$ cat src/rtl/uc_pkg.sv
// Shared encodings for the uc_seq control-unit sequencer.
// Instruction classes, FSM states, MXRB selects and uc_W_RF strobe bit indices.
package uc_pkg;

    typedef enum logic [2:0] {
        CLS_ALU    = 3'd0,
        CLS_LOAD   = 3'd1,
        CLS_STORE  = 3'd2,
        CLS_JAL    = 3'd3,
        CLS_BRANCH = 3'd4,
        CLS_NOP    = 3'd5,
        CLS_HALT   = 3'd6,
        CLS_ILL    = 3'd7
    } cls_t;

    typedef enum logic [2:0] {
        ST_FETCH  = 3'd0,
        ST_DECODE = 3'd1,
        ST_EXEC   = 3'd2,
        ST_MEM    = 3'd3,
        ST_WB     = 3'd4,
        ST_HALT   = 3'd5
    } state_t;

    localparam logic [1:0] MXRB_ALU = 2'b00;
    localparam logic [1:0] MXRB_DM  = 2'b01;
    localparam logic [1:0] MXRB_PC  = 2'b10;

    localparam int RF_RD    = 0;
    localparam int RF_FLAGS = 1;
    localparam int RF_LINK  = 2;

    // Classes that write the PC themselves in EXEC (no PC+4 advance).
    function automatic logic is_pc_ctl(input cls_t c);
        return (c == CLS_JAL) || (c == CLS_BRANCH);
    endfunction

    // Classes that access data memory.
    function automatic logic is_mem(input cls_t c);
        return (c == CLS_LOAD) || (c == CLS_STORE);
    endfunction

endpackage

$ cat src/rtl/uc_seq.sv
// Multicycle control-unit sequencer: FETCH/DECODE/EXEC/MEM/WB/HALT Moore FSM.
// Optional macro UC_SEQ_WB_SKIP_EN lets STORE, BRANCH and NOP bypass WB.
module uc_seq
    import uc_pkg::*;
#(
    parameter int unsigned MEM_LAT = 1
) (
    input  logic       CLK,
    input  logic       RST,
    input  logic [2:0] inst_class,
    output logic       uc_W_PC,
    output logic       uc_W_IR,
    output logic       uc_W_DM,
    output logic [1:0] uc_S_MXRB,
    output logic [2:0] uc_W_RF,
    output logic       halted
);

    localparam logic [2:0] MEM_INIT = 3'(MEM_LAT - 1);

    state_t     state;
    state_t     state_nx;
    cls_t       cls;
    cls_t       cls_nx;
    cls_t       cls_in;
    logic [2:0] mem_cnt;
    logic [2:0] cnt_nx;
    logic       armed;

    assign cls_in = cls_t'(inst_class);

    // armed holds FETCH across the first edge after reset release,
    // so the first real FETCH cycle follows that edge.
    always_ff @(posedge CLK or negedge RST) begin
        if (!RST) begin
            armed <= 1'b0;
        end else begin
            armed <= 1'b1;
        end
    end

    // State, latched class and memory-latency counter.
    always_ff @(posedge CLK or negedge RST) begin
        if (!RST) begin
            state   <= ST_FETCH;
            cls     <= CLS_NOP;
            mem_cnt <= 3'd0;
        end else begin
            state   <= state_nx;
            cls     <= cls_nx;
            mem_cnt <= cnt_nx;
        end
    end

    // Next-state and Moore output decode from state and latched class.
    always_comb begin
        state_nx  = state;
        cls_nx    = cls;
        cnt_nx    = mem_cnt;
        uc_W_PC   = 1'b0;
        uc_W_IR   = 1'b0;
        uc_W_DM   = 1'b0;
        uc_S_MXRB = MXRB_ALU;
        uc_W_RF   = 3'b000;
        halted    = 1'b0;
        unique case (state)
            ST_FETCH: begin
                uc_W_IR = 1'b1;
                if (armed) begin
                    state_nx = ST_DECODE;
                end
            end
            ST_DECODE: begin
                cls_nx = (cls_in == CLS_ILL) ? CLS_NOP : cls_in;
                if (cls_in == CLS_HALT) begin
                    state_nx = ST_HALT;
                end else begin
                    state_nx = ST_EXEC;
                end
            end
            ST_EXEC: begin
                uc_W_PC = is_pc_ctl(cls);
                if (is_mem(cls)) begin
                    state_nx = ST_MEM;
                    cnt_nx   = MEM_INIT;
                end else begin
                    state_nx = ST_WB;
`ifdef UC_SEQ_WB_SKIP_EN
                    if (cls == CLS_BRANCH) begin
                        state_nx = ST_FETCH;
                    end else if (cls == CLS_NOP) begin
                        state_nx = ST_FETCH;
                        uc_W_PC  = 1'b1;
                    end
`endif
                end
            end
            ST_MEM: begin
                uc_W_DM = (cls == CLS_STORE);
                if (mem_cnt == 3'd0) begin
                    state_nx = ST_WB;
`ifdef UC_SEQ_WB_SKIP_EN
                    if (cls == CLS_STORE) begin
                        state_nx = ST_FETCH;
                        uc_W_PC  = 1'b1;
                    end
`endif
                end else begin
                    cnt_nx = mem_cnt - 3'd1;
                end
            end
            ST_WB: begin
                state_nx = ST_FETCH;
                uc_W_PC  = !is_pc_ctl(cls);
                case (cls)
                    CLS_ALU: begin
                        uc_S_MXRB          = MXRB_ALU;
                        uc_W_RF[RF_RD]     = 1'b1;
                        uc_W_RF[RF_FLAGS]  = 1'b1;
                    end
                    CLS_LOAD: begin
                        uc_S_MXRB      = MXRB_DM;
                        uc_W_RF[RF_RD] = 1'b1;
                    end
                    CLS_JAL: begin
                        uc_S_MXRB        = MXRB_PC;
                        uc_W_RF[RF_LINK] = 1'b1;
                    end
                    default: begin
                        uc_S_MXRB = MXRB_ALU;
                        uc_W_RF   = 3'b000;
                    end
                endcase
            end
            ST_HALT: begin
                halted = 1'b1;
            end
            default: begin
                state_nx = ST_FETCH;
            end
        endcase
    end

endmodule

$ cat config.mk
export PLATFORM = sky130hd
export DESIGN_NAME = uc_seq
export DESIGN_NICKNAME = d
export VERILOG_FILES = /design/src/rtl/uc_pkg.sv /design/src/rtl/uc_seq.sv
export SDC_FILE = /design/constraint.sdc
export NUM_CORES = 1
export LEC_CHECK = 0
export ABC_CLOCK_PERIOD_IN_PS = 1400
export BUFFER_PORTS_ARGS = -buffer_cell sky130_fd_sc_hd__buf_2
export CAP_MARGIN = 40
export CORE_MARGIN = 5
export CORE_UTILIZATION = 49
export CTS_BUF_LIST = sky130_fd_sc_hd__clkbuf_8
export CTS_CLUSTER_DIAMETER = 60
export DETAILED_ROUTE_END_ITERATION = 10
export PLACE_DENSITY = 0.78
export SLEW_MARGIN = 20
export SYNTH_ARGS = -nofsm -noshare
export SYNTH_HDL_FRONTEND = slang
export SYNTH_SLANG_ARGS = --single-unit
$ cat constraint.sdc
create_clock -name CLK -period 1.4 [get_ports CLK]
set_input_delay 0.14 -clock CLK [delete_from_list [all_inputs] [get_ports CLK]]
set_output_delay 0.14 -clock CLK [all_outputs]
set_load 0.005 [all_outputs]
==> out/qor.txt <==
largest net degree at the start of global routing: 12
met1 Use GR: 28.06%
max cap viols: 0
Hold Path Stages: 2
placed standard-cell area: 822.0 um2
share of cells above drive strength 1: 67.92%
total power: 0.002636 W
CTS tree: yes
Ant. Diodes: 0
setup slack, reg-to-reg: -150 ps
Final period util: 136.0%
register area share after synthesis: 38.11%
grt total ovfl: 0
routed via count: 757
CTS H-tree depth: 1
die area: 0.002189 mm2
CTS Buf Count: 3
area leader, netlist: dfrtp_1
Hold Violations, Final: 0
reg-to-reg startpoint: state[0]
vias in the first global route: 707
wire length per cell: 25.31 um
top cells by area, synth: dfrtp_1 (30%), dfstp_2 (7.9%), o2bb2ai_1 (4.0%), ha_1 (3.8%), nor2b_1 (3.8%)
clk_skew: 5.150 ps
final setup violation count: 18
grt met3 use: 3.831%
first-pass GRT wire length: 3.463 mm
Critical Path RT: 1260 ps
Setup Crit Path Kind: register to output port
num ports: 14
Power per Cell Area: 2229 mW/mm2
worst skew pair latency: 250 ps
status: finished, violations left
Syn Area/Cell: 9.340 um2
post-synth top area share: 30.19%
die span in x: 46.79 um
Max FO, Critical Path: 2
Vias/cell: 6.256
Critical Path AT: 1760 ps
dpl ws: -176.1 ps
top cells by count, synth: dfrtp_1 (8), inv_1 (5), nand2_1 (5)
f_max: 525.1 MHz
Top FF cell, synth: dfrtp_1
syn_nets: 78
Clock Tree Root: clkbuf_8
CP Capture Type: output port
Total GRT Usage: 23.50%
GRT busiest layer: met2
post-route cell area: 0.001182 mm2
CP startpoint kind: register
Layout Area Growth over Synthesis: 78.30%
synthesized area: 663.1 um2
fin worst setup slack: -504.4 ps
Remaining DRCs: 0
Yosys reg bits: 10
Rows: 13
number of I/O port buffers: 13
Post-synth EDFFs: 0
minimum clock period: 1904 ps
starting DRC count in detailed routing: 19
antenna violations before repair: 0
Post-DRT Antenna Nets: 0
Pleak: 0.5646 nW
Hold Crit Start: inst_class[0]
reg2reg end: mem_cnt[1]
fin util: 92.02%
post-DP HPWL: 1.033 mm
count leader, synth: dfrtp_1
clock sink count: 10
Worst-path clk slew: 60 ps
VDD IR-drop max: 1.705 mV
fin nets: 114
met2 Usage GRT: 37.94%
drt pass-1 iters: 4
Reg2Reg Depth: 7
drt total wl: 3.063 mm
height of the chip: 46.79 um
Synth Warn #: 0
Core Area: 0.001285 mm2
Bufs and invs on worst path: 1
fin. max-slew vios: 0
RSZ-0062 raised after global routing: true
slowest CP cell: dfstp_2
Post-Synthesis Cells: 71
Netlist cell types: 33
Top delay family on crit path: simple AND/OR/NAND/NOR gates
Max Buffers Root-to-Sink: 2
global placement routability congestion: 0.7464
Worst setup startpoint: cls[2]
failing checks: negative setup slack
Async SR Flop Fraction: 100.0%
Hold WC Path Type: primary input to register
Hold Crit Endpoint: cls[0]
CP peak stage delay: 540 ps
initial core utilization: 51.61%
CP cell instances: and3b_1 -> or4b_4 -> a21oi_2 -> buf_2
-- logic make-up after synthesis --
logic type                 Yosys count  synth area share (%)
adders and majority gates            2                 3.773
AOI/OAI and AO/OA                   15                 16.79
DFF                                 10                 38.11
other                                1                0.5655
muxes                                2                 3.396
buffers and inverters               10                 7.547
and+or+nand+nor                     30                 28.49
xor gates and xnor gates             1                 1.321
-- power breakdown --
part	switching [W]	internal, W
clock	0.000139	0.000249
combinational	0.000869	0.000887
sequential	0.0000933	0.000398
total	0.00110	0.00153
-- cell type report --
cell class	count	area, um2
Multi-Input combinational cell	51	551.8
Timing Repair Buffer	36	285.3
Sequential cell	10	252.7
Fill cell	47	102.6
Clock buffer	4	55.05
Inverter	5	18.77
Tap cell	15	18.77
-- state kept, by name, summed over array words and instances, names as in the netlist --
register and count:
mem_cnt 3, cls 3, state 3, armed 1
-- metal layers --
layer | vias up | wire length (um)
li1 | 319 | -
met1 | 371 | 1231
met2 | 48 | 1436
met3 | 19 | 185
met4 | 0 | 210
met5 | - | 0
-- how the worst max path moves through the flow --
| stage | slack (ps) | to | cells after the start |
|---|---|---|---|
| 2_1_floorplan | -180 | uc_W_PC | 4 |
| 3_3_place_gp | -150 | uc_W_PC | 4 |
| 3_5_place_dp | -180 | uc_W_PC | 4 |
| 4_1_cts | -430 | uc_W_PC | 4 |
| 5_1_grt | -550 | uc_W_PC | 4 |
| 6_report | -500 | uc_W_PC | 4 |
-- worst reg2reg max path: cells and delay by family (launching register included) --
family | cells | cell delay (ps)
simple gates | 1 | 80
compound gates | 2 | 440
buf+inv | 4 | 510
flops | 1 | 440
-- through the flow --
stage / TNS (ps) / instances / hold WS (ps)
6_report: -2920 / 121 / 192.3
5_1_grt: -3664 / 121 / 199.3
4_1_cts: -1104 / 117 / 160.8
3_5_place_dp: -258.0 / 104 / 13.86
3_3_place_gp: -166.2 / 104 / 13.68
2_1_floorplan: -175.7 / 71 / -155.6
-- cells in the final DEF, fill, tap and decap left out, types with 2 or more instances in the layout --
master / n
buf_2: 13
buf_6: 12
buf_4: 10
dfrtp_1: 8
inv_1: 4
clkbuf_8: 4
nand2_1: 3
nor2_1: 3
nor3_4: 2
and3b_1: 2
o21ai_0: 2
a21oi_2: 2
and2_1: 2
nor4_2: 2
nor2b_1: 2
nand2_2: 2
nor3_2: 2
mux2_4: 2
o2bb2ai_2: 2
a21o_1: 2
ha_4: 2
dfstp_2: 2
-- repair_timing --
action | in CTS | in global routing
resized for setup | 14 | 32
cloned | 0 | 0
pin swaps | 3 | 9
setup endpoints to repair | 11 | 18
hold buffers | 1 | 0
hold endpoints to repair | 10 | 0
setup buffers | 8 | 6
(Power assumes the default switching activity.)
